--- src/rtl/tone_arb_pkg.sv ---
// tone_arb_pkg: state encoding, timing defaults, note periods and the priority pick
// shared by the tone arbiter and the tone sources.
package tone_arb_pkg;

    typedef enum logic [1:0] {
        ST_IDLE = 2'd0,
        ST_PLAY = 2'd1,
        ST_GAP  = 2'd2
    } state_t;

    localparam int CLK_FREQ       = 50_000_000;
    localparam int GAP_CYCLES_DEF = 50_000;
    localparam int MAX_REQ        = 32;

    // Note periods in clk cycles: CLK_FREQ / note frequency in Hz.
    localparam int NOTE_M1 = CLK_FREQ / 262;
    localparam int NOTE_M2 = CLK_FREQ / 294;
    localparam int NOTE_M3 = CLK_FREQ / 330;
    localparam int NOTE_M4 = CLK_FREQ / 349;
    localparam int NOTE_M5 = CLK_FREQ / 392;
    localparam int NOTE_M6 = CLK_FREQ / 440;
    localparam int NOTE_M7 = CLK_FREQ / 494;
    localparam int NOTE_H1 = CLK_FREQ / 523;

    // One-hot of the lowest set bit; index 0 is the highest priority.
    function automatic logic [MAX_REQ-1:0] lowest_set(input logic [MAX_REQ-1:0] r);
        return r & (~r + MAX_REQ'(1));
    endfunction

endpackage

--- src/rtl/tone_timer.sv ---
// tone_timer: up-counter that latches a length on start and flags its last cycle;
// expire is high during the final counted cycle so the owner can act on the next edge.
module tone_timer #(
    parameter int W = 32
) (
    input  logic         clk,
    input  logic         rst,
    input  logic         start,
    input  logic         stop,
    input  logic [W-1:0] load_val,
    output logic         expire
);

    logic [W-1:0] cnt_q, cnt_d, lim_q, lim_d;
    logic         act_q, act_d;

    assign expire = act_q && (cnt_q == lim_q - W'(1));

    always_comb begin
        cnt_d = start ? '0 : (act_q ? cnt_q + W'(1) : cnt_q);
        lim_d = start ? load_val : lim_q;
        act_d = start | (act_q & ~stop & ~expire);
    end

    always_ff @(posedge clk or negedge rst) begin
        if (!rst) begin
            cnt_q <= '0;
            lim_q <= '0;
            act_q <= 1'b0;
        end else begin
            cnt_q <= cnt_d;
            lim_q <= lim_d;
            act_q <= act_d;
        end
    end

endmodule

--- src/rtl/tone_arbiter.sv ---
// tone_arbiter: fixed-priority owner of the buzzer tone channel; times each granted
// tone, handles preemption/cancel, and inserts a silent gap after every grant.
module tone_arbiter
    import tone_arb_pkg::*;
#(
    parameter int NUM_REQ    = 3,
    parameter int PERIOD_W   = 20,
    parameter int DUR_W      = 32,
    parameter int GAP_CYCLES = GAP_CYCLES_DEF
) (
    input  logic                        clk,
    input  logic                        rst,
    input  logic [NUM_REQ-1:0]          req,
    input  logic [NUM_REQ*PERIOD_W-1:0] req_period,
    input  logic [NUM_REQ*DUR_W-1:0]    req_dur,
    output logic [NUM_REQ-1:0]          grant,
    output logic [NUM_REQ-1:0]          done,
    output logic [NUM_REQ-1:0]          aborted,
    output logic                        tone_en,
    output logic [PERIOD_W-1:0]         tone_period,
    output logic                        busy
);

    localparam int GW = $clog2(GAP_CYCLES + 1);

    state_t                state_q, state_d;
    logic [NUM_REQ-1:0]    grant_q, grant_d, done_q, done_d, aborted_q, aborted_d;
    logic                  tone_en_q, tone_en_d, busy_q, busy_d;
    logic [PERIOD_W-1:0]   tone_period_q, tone_period_d, sel_period;
    logic [DUR_W-1:0]      sel_dur;
    logic [NUM_REQ-1:0]    win_oh;
    logic                  dur_start, dur_stop, dur_exp, gap_start, gap_exp, preempt, cancel;

    assign win_oh  = NUM_REQ'(lowest_set(MAX_REQ'(req)));
    // grant_q - 1 masks every index above the one-hot owner in priority
    assign preempt = |(req & (grant_q - NUM_REQ'(1)));
    assign cancel  = ~|(req & grant_q);

    always_comb begin
        sel_period = '0;
        sel_dur    = '0;
        for (int i = 0; i < NUM_REQ; i++) begin
            if (win_oh[i]) begin
                sel_period = req_period[i*PERIOD_W +: PERIOD_W];
                sel_dur    = req_dur[i*DUR_W +: DUR_W];
            end
        end
    end

    always_comb begin
        state_d       = state_q;
        grant_d       = grant_q;
        done_d        = '0;
        aborted_d     = '0;
        tone_en_d     = tone_en_q;
        tone_period_d = tone_period_q;
        busy_d        = busy_q;
        dur_start     = 1'b0;
        dur_stop      = 1'b0;
        gap_start     = 1'b0;
        case (state_q)
            ST_IDLE: begin
                if (|req && sel_dur == '0) begin
                    done_d = win_oh;
                end else if (|req) begin
                    state_d       = ST_PLAY;
                    grant_d       = win_oh;
                    tone_en_d     = |sel_period;
                    tone_period_d = sel_period;
                    busy_d        = 1'b1;
                    dur_start     = 1'b1;
                end
            end
            ST_PLAY: begin
                // completion outranks a preempt/cancel landing on the same cycle
                if (dur_exp || preempt || cancel) begin
                    state_d       = ST_GAP;
                    done_d        = dur_exp ? grant_q : '0;
                    aborted_d     = dur_exp ? '0 : grant_q;
                    grant_d       = '0;
                    tone_en_d     = 1'b0;
                    tone_period_d = '0;
                    dur_stop      = 1'b1;
                    gap_start     = 1'b1;
                end
            end
            ST_GAP: begin
                if (gap_exp) begin
                    state_d = ST_IDLE;
                    busy_d  = 1'b0;
                end
            end
            default: state_d = ST_IDLE;
        endcase
    end

    always_ff @(posedge clk or negedge rst) begin
        if (!rst) begin
            state_q       <= ST_IDLE;
            grant_q       <= '0;
            done_q        <= '0;
            aborted_q     <= '0;
            tone_en_q     <= 1'b0;
            tone_period_q <= '0;
            busy_q        <= 1'b0;
        end else begin
            state_q       <= state_d;
            grant_q       <= grant_d;
            done_q        <= done_d;
            aborted_q     <= aborted_d;
            tone_en_q     <= tone_en_d;
            tone_period_q <= tone_period_d;
            busy_q        <= busy_d;
        end
    end

    tone_timer #(.W(DUR_W)) u_dur (
        .clk      (clk),
        .rst      (rst),
        .start    (dur_start),
        .stop     (dur_stop),
        .load_val (sel_dur),
        .expire   (dur_exp)
    );

    tone_timer #(.W(GW)) u_gap (
        .clk      (clk),
        .rst      (rst),
        .start    (gap_start),
        .stop     (1'b0),
        .load_val (GW'(GAP_CYCLES)),
        .expire   (gap_exp)
    );

    assign grant       = grant_q;
    assign done        = done_q;
    assign aborted     = aborted_q;
    assign tone_en     = tone_en_q;
    assign tone_period = tone_period_q;
    assign busy        = busy_q;

endmodule

--- config.mk ---
export PLATFORM = sky130hd
export DESIGN_NAME = tone_arbiter
export DESIGN_NICKNAME = d
export VERILOG_FILES = /design/src/rtl/tone_arb_pkg.sv /design/src/rtl/tone_timer.sv /design/src/rtl/tone_arbiter.sv
export SDC_FILE = /design/constraint.sdc
export NUM_CORES = 1
export LEC_CHECK = 0
export CAP_MARGIN = 20
export CORE_AREA = 8 8 169 123
export DETAILED_ROUTE_END_ITERATION = 8
export DIE_AREA = 0 0 177 131
export PLACE_DENSITY_LB_ADDON = 0.05
export REMOVE_ABC_BUFFERS = 1
export SLEW_MARGIN = 20
export SYNTH_ARGS = -nofsm -noshare
export SYNTH_HDL_FRONTEND = slang
export SYNTH_HIERARCHICAL = 1
export SYNTH_SLANG_ARGS = --single-unit
--- constraint.sdc ---
create_clock -name clk -period 10.6 [get_ports clk]
set_clock_uncertainty 0.15 [all_clocks]
set_input_delay 1.06 -clock clk [delete_from_list [all_inputs] [get_ports clk]]
set_output_delay 1.06 -clock clk [all_outputs]
set_load 0.02 [all_outputs]
After elaboration in Yosys (flattened, before gate mapping):

Index checks and enable logic that the tools add are counted.

* add/subtract/negate cells: 6
* bitwise logic cells: 12
* equal/unequal tests: 8
* reduce and logical (&&, ||, !) cells: 19
* muxes and demuxes: 43

Operator list (count)
* $mux W32: 5
* $mux W20: 6
* $pmux W20 S2: 1
* $add A32 B1 Y32 const B: 1
* $eq A32 B32 Y1: 1
* $logic_not A32 Y1: 1
* $mux W16: 2
* $sub A32 B1 Y32 const B: 1
* $mux W3: 9
* $reduce_or A20 Y1: 1
* $add A16 B1 Y16 const B: 1
* $eq A16 B16 Y1: 1
* $sub A15 B2 Y16 const B: 1
* $pmux W3 S2: 2
* $reduce_and A4 Y1: 3
* $mux W1: 11
* $and A3 B3 Y3: 3
* $reduce_or A3 Y1: 3
* $mux W2: 4
* $reduce_bool A2 Y1: 4
* $ne A2 B2 Y1 const B: 3
* $pmux W2 S3: 1
* $pmux W1 S2: 2
* $add A3 B1 Y3 const B: 1
* other kinds (12): 20

* flip-flop bits (word level): 116
* input bits: 161
* output and inout bits: 31

Depth between registers and ports, before layout:

* word-level depth: 11
* depth in mapped cells: 20
* depth with buffers taken out: 15

Cells and area by module:

Netlist, hierarchy kept.

Modules (own cells, without submodules)
* tone_timer at u_dur: times used 1, area an instance 3975.1 um2, cells each 405, sequential area each 1626.6 um2
* tone_arbiter: times used 1, area an instance 3021.6 um2, cells each 365, sequential area each 825.8 um2
* tone_timer at u_gap: times used 1, area an instance 1956.9 um2, cells each 199, sequential area each 825.8 um2

Least setup slack after synthesis:

Ideal clock, no wire load.

* path kind: register to register
* start point: register u_dur.lim_q[0]
* end point: register u_gap.cnt_q[0]
* arrival time: 4.419 ns
* cell stages (with the launch flop): 21
* path buffers: 6
* slack: 5.899 ns
* required time: 10.318 ns
* cell sequence: dfrtp_1 > inv_1 > ha_1 > or4b_1 > buf_2 > nor3_2 > nand2_1 > nor4_1 > xnor2_1 > nand4_1 > a2111oi_4 > a221oi_1 > nand2_1 > nand2_1 > buf_2 > buf_1 > inv_1 > clkbuf_1 > buf_1 > clkbuf_1 > nor2_1

* cells in the longest elaborated chain, start to end: 8

RTL lines
* from (decl): line tone_timer.sv:14 `logic [W-1:0] cnt_q, cnt_d, lim_q, lim_d;`
* from (signal assigned): line tone_timer.sv:32 `lim_q <= lim_d;`
* $sub A32 B1 Y32 (*): line tone_timer.sv:17 `assign expire = act_q && (cnt_q == lim_q - W'(1));`
* $eq A32 B32 Y1 (*): line tone_timer.sv:17
* $logic_and A1 B1 Y1 (*): line tone_timer.sv:17
* net dur_exp: line tone_arbiter.sv:32 `logic dur_start, dur_stop, dur_exp, gap_start, gap_exp, preempt, cancel;`
* $logic_or A1 B1 Y1 (*) (2 in series): line tone_arbiter.sv:76 `if (dur_exp || preempt || cancel) begin`
* $mux W1 (*) (2 in series)
* net dur_stop: line tone_arbiter.sv:32
* $mux W16 or $reduce_bool A2 Y1 (tied branches)
* to (signal assigned): line tone_timer.sv:31 `cnt_q <= cnt_d;`
* to (decl): line tone_timer.sv:14

Mark *: on every way through the listed nets, which the timed path passes. The rest lies on a longest branch.
A chain may end at the register's enable or synchronous reset.

==> results.rst <==
.. list-table::
   :header-rows: 1

   * - Metric
     - Value
   * - Run status
     - finished clean
   * - Register area share after synthesis
     - 36.61%
   * - Final setup TNS
     - 0 ns
   * - Endpoint, Worst Hold
     - tone_period[6]
   * - Commonest non-fill, non-tap cells in the layout
     - clkdlybuf4s50_1 (187), dfrtp_1 (131), nand2_1 (95)
   * - Met2 demand-to-capacity share in global routing
     - 35.34%
   * - Synth warnings
     - 6
   * - RePlAce Congestion
     - 0.8919
   * - Most used flip-flop cell after synthesis
     - dfrtp_1
   * - Commonest non-fill, non-tap cell in the layout
     - clkdlybuf4s50_1
   * - Root Driver
     - clkbuf_16
   * - Fraction of synthesis flops using an asynchronous set or reset pin
     - 100.0%
   * - Final core area utilization
     - 62.70%
   * - Detailed-route via count
     - 7,805
   * - Total routed wirelength
     - 25.55 mm
   * - Layout fillers
     - 1,550
   * - Top achievable clock speed
     - 0.1835 GHz
   * - Routed wire per std cell
     - 18.44 um
   * - Number of cells after detailed placement
     - 1,356
   * - Vias in the first global route
     - 7,829
   * - H-tree depth reported by CTS
     - 4
   * - Max Fanout on Critical Path
     - 37
   * - Number of flops mapped to enable cells by yosys
     - 0
   * - Pwr dens
     - 220.7 nW/um2
   * - # DRC
     - 0
   * - Post-synth top area share
     - 36.61%
   * - Initial Util
     - 48.82%
   * - Fraction of final layout cells sized beyond drive strength 1
     - 9.703%
   * - Mean cell area of the mapped netlist
     - 9.240 um2
   * - Antenna violations before repair
     - 0
   * - Site row count
     - 42
   * - Category of the worst setup path capture point
     - flip-flop
   * - Remaining number of nets flagged by the antenna check after routing
     - 0
   * - Buffer levels on the longest clock path
     - 2
   * - Minimum period implied by the final worst setup slack
     - 5.449 ns
   * - Register-to-Register Path Depth
     - 15
   * - Hold_sp
     - tone_period[6]
   * - Total power draw
     - 2538 uW
   * - Setup violations, final
     - 0
   * - Top post-synthesis cells by area
     - dfrtp_1 (37%), xor2_1 (5.8%), mux2_2 (5.3%)
   * - Worst hold path stage count
     - 2
   * - Synthesis-to-finish area growth
     - 28.42%
   * - Hold-fix buffer count after cts
     - 0
   * - CTS buffer count
     - 17
   * - # resized after CTS
     - 0
   * - TritonCTS clock tree
     - done
   * - Die area
     - 23,190 um2
   * - Hold Violations, Final
     - 0
   * - Number of buffer cells added on primary ports
     - 191
   * - Beginning of the worst register-to-register path
     - u_dur/lim_q[0]
   * - Data required time at the worst endpoint
     - 10.74 ns
   * - R2R setup slack
     - 5.15 ns
   * - Die Height
     - 131 um
   * - Most utilized layer in the global route result
     - met2
   * - Maximum ir drop on the vdd rail
     - 0.1283 mV
   * - Worst min-delay path class
     - reg -> reg
   * - Dominant cell type by area after synthesis
     - dfrtp_1
   * - Std-Cell Core Area
     - 18,340 um2
   * - Global-route congestion overflow total
     - 0
   * - Register bit total from synthesis
     - 131
   * - Clock transition at the registers of the reported paths
     - 0.06 ns
   * - Mapped Cells
     - 969
   * - Tot GR Track Use
     - 22.50%
   * - Die width
     - 177 um
   * - Slew at the pin closest to its max-slew limit
     - 1.012 ns
   * - Max-cap viol count
     - 0
   * - Endpoint of the worst-slack reg-to-reg timing path
     - u_gap/lim_q[2]
   * - Setup repair after global routing missed its margin
     - no
   * - Critical Path AT
     - 5.59 ns
   * - Leakage power
     - 0.004636 uW
   * - Post-synthesis instance area
     - 8954 um2
   * - Clock insertion delay at the later pin of the skew report
     - 0.42 ns
   * - Detailed placement HPWL
     - 18.62 mm
   * - Top-level I/O count
     - 192
   * - Final Slew Violations
     - 0
   * - Post-synthesis cell type count
     - 75
   * - Post-layout nets
     - 1,299
   * - Critical Path Start Type
     - flip-flop
   * - Number of non-filler instances in the completed layout
     - 1,386
   * - Number of setup buffers added after CTS
     - 0
   * - Clk sinks
     - 131
   * - Global-route wire length before repair
     - 41.83 mm
   * - DRT iter0 DRCs
     - 779
   * - Final Cycle Share
     - 51.40%
   * - Met1 global-route usage
     - 31.08%
   * - TritonRoute pass-1 iters
     - 5
   * - Maximum number of pins on one net before global-route repair
     - 110
   * - Rel. slew slack
     - 32.38%
   * - Diodes inserted
     - 0
   * - Critical Setup Path Class
     - reg -> reg
   * - Post-DR vias/cell
     - 5.631
   * - Routing usage on met3
     - 5.828%
## registers in the layout (all words and copies together), names as in the netlist, 2 cells and up
signal / flops
aborted: 3
u_dur/cnt_q: 32
grant: 3
done: 3
u_gap/cnt_q: 16
state_q: 2
tone_period: 20
u_dur/lim_q: 32
u_gap/lim_q: 16
## logic make-up (layout without fill, tap and decap cells)
family          after synthesis  in the layout  synth area share [%]
flops                       131            131                 36.61
buf+inv                      84            244                 5.143
simple gates                394            394                 24.51
mux                          71             71                 8.524
other cells                   2             17               0.08388
xor+xnor                    106            106                 10.37
fa+ha+maj                     5              5                0.6987
compound gates              176            176                 14.06
## power breakdown
part | internal (uW) | switching [uW] | total, uW
sequential | 658 | 215 | 873
combinational | 502 | 537 | 1040
clock | 409 | 217 | 626
## metal layers
metal  share of wire [%]  vias up
li1                    -     3803
met3                 5.7       19
met2                  46      199
met4                0.71        0
met5                   0        -
met1                  47     3784
## critical path: stages, from the launching register on
cell,delay (ns)
dfrtp_1,0.42
inv_1,0.09
ha_1,0.23
or4b_1,0.63
nor3_2,0.42
nand2_1,0.21
nor4_1,0.33
xnor2_1,0.16
nand4_1,0.15
a2111oi_4,0.71
a221oi_1,0.12
nand2_1,0.13
nand2_1,0.58
inv_1,0.19
buf_4,0.39
mux2_2,0.38
## synth_stat cells (all sizes together), types with 22 or more instances
cell type	number
dfrtp	131
nand2	96
mux2	42
nand4	23
o21ai	26
nor3	25
buf	36
nor4	24
nand3	22
nand3b	56
a21oi	54
xor2	59
a2bb2oi	41
xnor2	47
mux2i	29
clkbuf	32
nor2	71
## through the flow
stage               hold WS, ns  cell area [um2]  setup WS [ns]
detailed placement       0.3597            10870          5.259
floorplan                0.3472             8610          5.761
global route             0.3961            11500          4.706
global placement         0.3530            10870          5.344
CTS                      0.3757            11490          5.163
finish                   0.3724            11500          5.151
## worst max-delay path by stage
stage / startpoint / cells past startpoint / to / slack, ns
2_1_floorplan: req[0] / 7 / u_dur/lim_q[10] / 5.76
3_3_place_gp: u_dur/lim_q[0] / 15 / u_gap/lim_q[13] / 5.34
3_5_place_dp: u_dur/lim_q[0] / 15 / u_gap/lim_q[7] / 5.26
4_1_cts: u_dur/lim_q[0] / 15 / u_gap/lim_q[7] / 5.16
5_1_grt: u_dur/lim_q[0] / 15 / u_gap/lim_q[2] / 4.71
6_report: u_dur/lim_q[0] / 15 / u_gap/lim_q[2] / 5.15
## final cells by class
type / count / area [um2] / share of cell area [%]
repair buffers: 198 / 1954 / 17.00
well taps: 242 / 302.8 / 2.633
inverters: 16 / 60.06 / 0.5223
flip-flops and latches: 131 / 3278 / 28.51
clock buffers: 21 / 470.5 / 4.091
clock inverters: 9 / 153.9 / 1.338
multi-input cells: 769 / 5279 / 45.91
Note: power is estimated with default switching activity, not from simulation.
